`config.mk`:
```
export PLATFORM = sky130hd
export DESIGN_NAME = ins_mem_loader_flat
export DESIGN_NICKNAME = d
export VERILOG_FILES = /design/src/rtl/ins_mem_loader_if.sv /design/src/rtl/ins_mem_loader.sv /design/src/flat_wrapper.sv
export SDC_FILE = /design/constraint.sdc
export NUM_CORES = 1
export LEC_CHECK = 0
export ABC_AREA = 1
export BUFFER_PORTS_ARGS = -buffer_cell sky130_fd_sc_hd__buf_2
export CAP_MARGIN = 10
export CORE_ASPECT_RATIO = 1.25
export CORE_MARGIN = 2
export CORE_UTILIZATION = 30
export CTS_CLUSTER_DIAMETER = 60
export DETAILED_ROUTE_END_ITERATION = 6
export GPL_TIMING_DRIVEN = 0
export PLACE_DENSITY = 0.46
export SETUP_SLACK_MARGIN = 0.3
export SLEW_MARGIN = 30
export SYNTH_ARGS = -nofsm -noshare
export SYNTH_HDL_FRONTEND = slang
export SYNTH_SLANG_ARGS = --single-unit
export TNS_END_PERCENT = 10
```
`constraint.sdc`:
```
create_clock -name tb_clk -period 9 [get_ports tb_clk]
set_input_delay 1.8 -clock tb_clk [delete_from_list [all_inputs] [get_ports tb_clk]]
set_output_delay 1.8 -clock tb_clk [all_outputs]
set_load 0.02 [all_outputs]
```
`src/rtl/ins_mem_loader_if.sv`:
```
// Stream and BRAM port-B bundle for the instruction-memory preload engine.
// The master side belongs to the loader: it consumes the stream and drives the BRAM.
interface ins_mem_loader_if #(
  parameter int ADDR_W = 32
);
  logic [31:0]       s_data;
  logic              s_valid;
  logic              s_ready;
  logic              bram_enb;
  logic [3:0]        bram_web;
  logic [ADDR_W-1:0] bram_addrb;
  logic [31:0]       bram_dinb;
  logic [31:0]       bram_doutb;
  logic              bram_busy;

  modport master (
    input  s_data, s_valid, bram_doutb, bram_busy,
    output s_ready, bram_enb, bram_web, bram_addrb, bram_dinb
  );

  modport slave (
    output s_data, s_valid, bram_doutb, bram_busy,
    input  s_ready, bram_enb, bram_web, bram_addrb, bram_dinb
  );
endinterface

```
`src/rtl/ins_mem_loader.sv`:
```
// Preloads a word stream into instruction BRAM port B, then reads the region back
// and compares additive checksums; core_hold keeps the core stopped until verified.
module ins_mem_loader #(
  parameter int CNT_W  = 16,
  parameter int ADDR_W = 32
) (
  input  logic              tb_clk,
  input  logic              rstb,
  input  logic              start,
  input  logic [ADDR_W-1:0] base_addr,
  input  logic [CNT_W-1:0]  word_count,
  ins_mem_loader_if.master  bus,
  output logic              load_done,
  output logic              load_error,
  output logic [CNT_W-1:0]  words_written,
  output logic [31:0]       checksum,
  output logic              core_hold
);

  typedef enum logic [2:0] {IDLE, LOAD, VERIFY, CHECK, DONE, ERROR} state_t;

  state_t            state_q, state_d;
  logic [ADDR_W-1:0] base_q, base_d;
  logic [CNT_W-1:0]  count_q, count_d;
  logic [CNT_W-1:0]  wr_cnt_q, wr_cnt_d;
  logic [CNT_W-1:0]  rd_idx_q, rd_idx_d;
  logic [CNT_W-1:0]  rd_cnt_q, rd_cnt_d;
  logic              rd_vld_q, rd_vld_d;
  logic [31:0]       rd_sum_q, rd_sum_d;
  logic [31:0]       wr_sum_q, wr_sum_d;
  logic              enb_q, enb_d;
  logic [3:0]        web_q, web_d;
  logic [ADDR_W-1:0] addr_q, addr_d;
  logic [31:0]       din_q, din_d;
  logic              done_q, done_d;
  logic              err_q, err_d;
  logic              hold_q, hold_d;
  logic              s_ready_c;

  function automatic logic [ADDR_W-1:0] word_addr(input logic [ADDR_W-1:0] base,
                                                  input logic [CNT_W-1:0]  idx);
    return base + (ADDR_W'(idx) << 2);
  endfunction

  // NOTE: every always_comb target gets a default first so no path can infer a latch.
  always_comb begin
    state_d   = state_q;
    base_d    = base_q;
    count_d   = count_q;
    wr_cnt_d  = wr_cnt_q;
    rd_idx_d  = rd_idx_q;
    rd_cnt_d  = rd_cnt_q;
    rd_sum_d  = rd_sum_q;
    wr_sum_d  = wr_sum_q;
    enb_d     = 1'b0;
    web_d     = 4'h0;
    addr_d    = addr_q;
    din_d     = din_q;
    done_d    = done_q;
    err_d     = err_q;
    hold_d    = hold_q;
    s_ready_c = 1'b0;
    // A read is on the bus this cycle, so its data appears on bram_doutb next cycle.
    rd_vld_d  = enb_q && (web_q == 4'h0);

    unique case (state_q)
      IDLE, DONE, ERROR: begin
        if (state_q == DONE) begin
          done_d = 1'b1;
          hold_d = 1'b0;
        end
        if (state_q == ERROR) begin
          err_d  = 1'b1;
          hold_d = 1'b1;
        end
        if (start) begin
          base_d   = base_addr & ~ADDR_W'(3);
          count_d  = word_count;
          wr_cnt_d = '0;
          rd_idx_d = '0;
          rd_cnt_d = '0;
          rd_sum_d = '0;
          wr_sum_d = '0;
          done_d   = 1'b0;
          err_d    = 1'b0;
          hold_d   = 1'b1;
          state_d  = (word_count == '0) ? DONE : LOAD;
        end
      end

      LOAD: begin
        s_ready_c = !bus.bram_busy && (wr_cnt_q < count_q);
        if (bus.s_valid && s_ready_c) begin
          enb_d    = 1'b1;
          web_d    = 4'hF;
          addr_d   = word_addr(base_q, wr_cnt_q);
          din_d    = bus.s_data;
          wr_sum_d = wr_sum_q + bus.s_data;
          wr_cnt_d = wr_cnt_q + 1'b1;
          if (wr_cnt_d == count_q) state_d = VERIFY;
        end
      end

      VERIFY: begin
        if (!bus.bram_busy && (rd_idx_q < count_q)) begin
          enb_d    = 1'b1;
          addr_d   = word_addr(base_q, rd_idx_q);
          rd_idx_d = rd_idx_q + 1'b1;
        end
        if (rd_vld_q) begin
          rd_sum_d = rd_sum_q + bus.bram_doutb;
          rd_cnt_d = rd_cnt_q + 1'b1;
          if (rd_cnt_d == count_q) state_d = CHECK;
        end
      end

      CHECK: begin
        state_d = (rd_sum_q == wr_sum_q) ? DONE : ERROR;
      end

      default: state_d = IDLE;
    endcase
  end

  // NOTE: sequential state uses non-blocking assignments so every register samples pre-edge values.
  always_ff @(posedge tb_clk) begin
    if (rstb) begin
      state_q  <= IDLE;
      base_q   <= '0;
      count_q  <= '0;
      wr_cnt_q <= '0;
      rd_idx_q <= '0;
      rd_cnt_q <= '0;
      rd_vld_q <= 1'b0;
      rd_sum_q <= '0;
      wr_sum_q <= '0;
      enb_q    <= 1'b0;
      web_q    <= 4'h0;
      addr_q   <= '0;
      din_q    <= '0;
      done_q   <= 1'b0;
      err_q    <= 1'b0;
      hold_q   <= 1'b1;
    end else begin
      state_q  <= state_d;
      base_q   <= base_d;
      count_q  <= count_d;
      wr_cnt_q <= wr_cnt_d;
      rd_idx_q <= rd_idx_d;
      rd_cnt_q <= rd_cnt_d;
      rd_vld_q <= rd_vld_d;
      rd_sum_q <= rd_sum_d;
      wr_sum_q <= wr_sum_d;
      enb_q    <= enb_d;
      web_q    <= web_d;
      addr_q   <= addr_d;
      din_q    <= din_d;
      done_q   <= done_d;
      err_q    <= err_d;
      hold_q   <= hold_d;
    end
  end

  assign bus.s_ready    = s_ready_c;
  assign bus.bram_enb   = enb_q;
  assign bus.bram_web   = web_q;
  assign bus.bram_addrb = addr_q;
  assign bus.bram_dinb  = din_q;
  assign load_done      = done_q;
  assign load_error     = err_q;
  assign words_written  = wr_cnt_q;
  assign checksum       = wr_sum_q;
  assign core_hold      = hold_q;

endmodule

```
`src/flat_wrapper.sv`:
```
// flat-port wrapper written by rule: the top's interface ports become plain ports
module ins_mem_loader_flat 
#(
  parameter int CNT_W  = 16,
  parameter int ADDR_W = 32
)
  (tb_clk, rstb, start, base_addr, word_count, load_done, load_error, words_written, checksum, core_hold, bus_s_data, bus_s_valid, bus_bram_doutb, bus_bram_busy, bus_s_ready, bus_bram_enb, bus_bram_web, bus_bram_addrb, bus_bram_dinb);
  ins_mem_loader_if #(.ADDR_W(ADDR_W)) bus_i ();
  input  logic tb_clk;
  input  logic rstb;
  input  logic start;
  input  logic [ADDR_W-1:0] base_addr;
  input  logic [CNT_W-1:0] word_count;
  output logic load_done;
  output logic load_error;
  output logic [CNT_W-1:0] words_written;
  output logic [31:0] checksum;
  output logic core_hold;
  input wire logic [$bits(bus_i.s_data)-1:0] bus_s_data;
  input wire logic [$bits(bus_i.s_valid)-1:0] bus_s_valid;
  input wire logic [$bits(bus_i.bram_doutb)-1:0] bus_bram_doutb;
  input wire logic [$bits(bus_i.bram_busy)-1:0] bus_bram_busy;
  output wire logic [$bits(bus_i.s_ready)-1:0] bus_s_ready;
  output wire logic [$bits(bus_i.bram_enb)-1:0] bus_bram_enb;
  output wire logic [$bits(bus_i.bram_web)-1:0] bus_bram_web;
  output wire logic [$bits(bus_i.bram_addrb)-1:0] bus_bram_addrb;
  output wire logic [$bits(bus_i.bram_dinb)-1:0] bus_bram_dinb;
  assign bus_i.s_data = bus_s_data;
  assign bus_i.s_valid = bus_s_valid;
  assign bus_i.bram_doutb = bus_bram_doutb;
  assign bus_i.bram_busy = bus_bram_busy;
  assign bus_s_ready = bus_i.s_ready;
  assign bus_bram_enb = bus_i.bram_enb;
  assign bus_bram_web = bus_i.bram_web;
  assign bus_bram_addrb = bus_i.bram_addrb;
  assign bus_bram_dinb = bus_i.bram_dinb;
  ins_mem_loader #(.CNT_W(CNT_W), .ADDR_W(ADDR_W)) u_core (.tb_clk(tb_clk), .rstb(rstb), .start(start), .base_addr(base_addr), .word_count(word_count), .bus(bus_i), .load_done(load_done), .load_error(load_error), .words_written(words_written), .checksum(checksum), .core_hold(core_hold));
endmodule
```
Yosys cells after proc, flatten, opt, wreduce, memory -nomap -nowiden

Cells that the tools add are included.

Register bits after elaboration: 234
Input bits: 117
Output and inout bits: 121

Add/subtract/negate cells: 7
Order comparisons: 2
Equal/unequal tests: 14
Mux-type cells: 35
Bitwise operators: 1
Reduce and logical (&&, ||, !) cells: 26

Operators with widths:

| cell                    | count |
|---|---|
| $pmux W32 S2            | 3 |
| $mux W32                | 5 |
| $pmux W16 S2            | 3 |
| $add A32 B18 Y32        | 2 |
| $add A32 B32 Y32        | 2 |
| $mux W16                | 4 |
| $add A16 B1 Y16 const B | 3 |
| $eq A16 B16 Y1          | 2 |
| $eq A32 B32 Y1          | 1 |
| $lt A16 B16 Y1          | 2 |
| $mux W3                 | 6 |
| $logic_not A16 Y1       | 1 |
| $pmux W3 S4             | 1 |
| $reduce_and A3 Y1       | 4 |
| $mux W1                 | 11 |
| $ne A2 B1 Y1 const B    | 5 |
| $reduce_and A2 Y1       | 5 |
| $reduce_bool A2 Y1      | 5 |
| $eq A3 B2 Y1 const B    | 2 |
| $eq A3 B3 Y1 const B    | 2 |
| $reduce_and A5 Y1       | 1 |
| $logic_and A1 B1 Y1     | 4 |
| $logic_not A4 Y1        | 1 |
| $mux W4                 | 1 |
| other kinds (9)         | 9 |

Logic depth before layout (Yosys ltp)

Depth in word-level cells: 5
Gate-level depth with buffers: 19
Gate-level depth less buffers: 18

Worst setup path before layout

No wires, ideal clock.

Path kind: in2out
From: input bus_bram_busy
To: output bus_s_ready
Arrival: 2543 ps
Required time: 7200 ps
Slack: 4657 ps
Cell stages on the path: 7
Cells stage by stage: nor2_1 > nand2_1 > a31oi_1 > nand3_1 > inv_1 > nand2_1 > nor2_1

Word-level cells in the longest chain between the ends: 3

Ends and longest elaborated chain:

| element             | line                 | text |
|---|---|---|
| start: declaration  | flat_wrapper.sv:22   | `input wire logic [$bits(bus_i.bram_busy)-1:0] bus_bram_busy;` |
| $logic_not A1 Y1    | ins_mem_loader.sv:92 | `s_ready_c = !bus.bram_busy && (wr_cnt_q < count_q);` |
| $logic_and A1 B1 Y1 | ins_mem_loader.sv:92 |  |
| $mux W1             | ins_mem_loader.sv:66 | `unique case (state_q)` |
| end: declaration    | flat_wrapper.sv:23   | `output wire logic [$bits(bus_i.s_ready)-1:0] bus_s_ready;` |

Every way passes these cells.

Final worst setup path

Ends and elaborated chain as after synthesis.

==> metrics <==
outcome complete, but fails checks; failing checks design-rule violations; post-synth top area cell dfxtp_1; maximum vdd drop roughly 0.00013 V; hold crit path type reg2reg; Netlist Area Pre-Place 15,440 sq um; post-synthesis sequential area ratio 29.69%; # nets final 2,815; fin. max-slew vios 0; top cells by area, synth dfxtp_1 30%, nand2_1 12%, ha_1 9.1%, a21oi_1 8.4%, nor2_1 7.4%; number of synthesized flops with an enable pin 0; Starting Density 30.48%; Final Non-Filler Cells 3,267; Final Skew 0.01913 ns; dpl ws 4.294 ns; Internal 2777 uW; TritonCTS Sinks between 200 and 250; Via Count 16.87k; row count just over 90; sequential power share between 20% and 30%; Synth cell types 55; DRC viols 3; Arrival @ worst endpoint around 2.9 ns; Critical Path RT 7.20 ns; most numerous cell in the Yosys netlist nand2_1; final RePlAce weighted congestion 0.9625; top cells by count, synth 477 x nand2_1, 304 x nor2_1, 258 x a21oi_1; ant diodes 0; global-route usage over all layers 23.90%; H-tree depth 2; ys flop type dfxtp_1; Setup CP Type in2out; CTS buffer count 36; CTS resizes 0; Async S/R FF share, synth 0%; setup ws final 4.273 ns; YS warnings 0; final setup violating endpoints 0; largest family of logic cells by synthesized area simple AND/OR/NAND/NOR gates; grt ovf 0; filler instances 5,614; fin crit share 52.52%; Worst-Skew Late Latency 0.56 ns; DRT Pass-1 Iters 7; layout cell share with drive strength beyond 1 14.72%; critical path startpoint category input pin; Detailed Route Iter0 Violations 1,005; pwr dens between 200 and 300 nW/um^2; Reg clk slew, reported paths 0.06 ns; clk root buf clkbuf_16; dpl hpwl 51.86 mm; vias per cell 5.163; Worst Path Max Fanout 2; Comb pwr share 43.6%; core footprint 50,650 sq um; mux cell area share after synthesis 0%; Max-cap violations 0; routed len/inst roughly 20 um; Post-CTS Hold Buffers 0; Fin Setup TNS 0 ns; FF+latch count, synth 229; number of global-route vias before repair 16.69k; worst rel slew slack 38.88%; antenna violations before repair 1; port bufs 232; Fmax achieved 211.6 MHz; Die W 206.9 um; Post-Synth XOR/XNOR Area between 4 and 5%; R2R cell count 17; min cycle time layout 4.727 ns; Final Hold Viols 0; die footprint 53,310 sq um; synthesized instance count 2,312; Adder-Cell Fraction of Synth Area 9.465%; Die Ht 257.6 um; Final Power 5065 uW; Post-DRT Antenna Nets 0; RSZ-0062 raised after global routing false; hold path depth 2; clock share of power 28.3%; switching part of the total power 45.18%; Worst-Margin Slew 0.9169 ns; area share of and/or/nand/nor cells after synthesis 29.41%; I/O pin total 238; Compound-Gate Fraction of Synth Area 19.98%; TritonCTS clock tree built; pin count of the biggest net entering global routing 13; Synth Area per Inst 6.678 sq um; dpl cells 3,203; Post-Route WL ~65 mm; Yosys top cell area share between 20% and 30%; switching power between 2000 and 2500 uW; Worst setup EP type output port; setup bufs post-CTS 0; Area Overhead vs Synth 20.60%; first-pass GRT wire length 96.99 mm; Clock Path Buffers 3; Leakage 0.008351 uW
==> path summary, 6_finish.rpt <==
kind | endpoint | start | slack, ns
worst max-delay path | bus_s_ready | bus_bram_busy | 4.27
worst min-delay path | u_core.rd_vld_q | u_core.bus.bram_enb | 0.43
worst min register to register | u_core.rd_vld_q | u_core.bus.bram_enb | 0.43
worst max register to register | u_core.bus.bram_addrb[26] | u_core.state_q[2] | 4.69
==> metrics by stage <==
step | hold WS (ns) | area, sq um | util, %
2_1_floorplan | 0.4447 | 15440 | -
3_3_place_gp | 0.4244 | 17430 | 34.41
3_5_place_dp | 0.4282 | 17430 | 34.41
4_1_cts | 0.4369 | 18620 | 36.76
5_1_grt | 0.4744 | 18620 | 36.76
6_report | 0.4346 | 18620 | 36.76
==> layout by cell type (no fill, tap or decap), drive strengths merged, types with 27 or more instances in the layout <==
master	count
buf	265
clkbuf	91
nand2	491
nor3	43
xor2	47
ha	112
xnor2	27
a21oi	258
nor2	316
nand3	137
o21ai	240
inv	189
dfxtp	229
==> cells by family (layout without fill, tap and decap cells) <==
| group | count (synthesis) | after routing |
|---|---|---|
| and+or+nand+nor | 1058 | 1058 |
| AOI/OAI and AO/OA | 575 | 575 |
| buffers and inverters | 257 | 553 |
| DFF | 229 | 229 |
| adders and majority gates | 115 | 115 |
| xor gates and xnor gates | 77 | 77 |
| other | 1 | 2 |
==> area by class of cell <==
| type | count | area [sq um] | area share (%) |
|---|---|---|---|
| Multi-Input combinational cell | 1827 | 9811 | 52.69 |
| Sequential cell | 229 | 4584 | 24.62 |
| Timing Repair Buffer | 232 | 1161 | 6.236 |
| Clock buffer | 50 | 1035 | 5.557 |
| Tap cell | 658 | 823.3 | 4.421 |
| Inverter | 183 | 689.4 | 3.702 |
| Buffer | 74 | 359.1 | 1.928 |
| Clock inverter | 14 | 157.7 | 0.8467 |
==> power groups by stage <==
stage / logic [uW] / clock network (uW) / registers [uW]
floorplan: 1330 / 0 / 1500
global placement: 2200 / 0 / 1440
detailed placement: 2200 / 0 / 1440
CTS: 2210 / 1480 / 1420
global route: 2440 / 1510 / 1450
finish: 2210 / 1430 / 1420
==> sequential cells by signal, summed over array words and instances (netlist names) <==
| name | flops |
|---|---|
| u_core.rd_vld_q | 1 |
| u_core.count_q | 16 |
| u_core.bus.bram_dinb | 32 |
| u_core.rd_idx_q | 16 |
| u_core.words_written | 16 |
| u_core.core_hold | 1 |
| u_core.load_done | 1 |
| u_core.rd_sum_q | 32 |
| u_core.state_q | 3 |
| u_core.base_q | 30 |
| u_core.bus.bram_web | 1 |
| u_core.checksum | 32 |
| u_core.rd_cnt_q | 16 |
| u_core.load_error | 1 |
| u_core.bus.bram_addrb | 30 |
| u_core.bus.bram_enb | 1 |
==> routing by layer <==
metal | vias to the layer above | wire length (um) | global-route usage [%]
li1 | 8385 | - | -
met2 | 501 | 31940 | 42.54
met4 | 0 | 2742 | 9.949
met5 | - | 0 | 0
met3 | 126 | 3027 | 3.029
met1 | 7854 | 26850 | 28.64
==> critical path: stages <==
cell	delay, ns
buf_2	0.13
nor2_1	0.11
nand2_1	0.06
a31oi_1	0.13
nand3_1	0.17
inv_1	0.13
nand2_1	0.08
nor2_1	0.09
buf_2	0.21
Note: power is estimated with default switching activity, not from simulation.
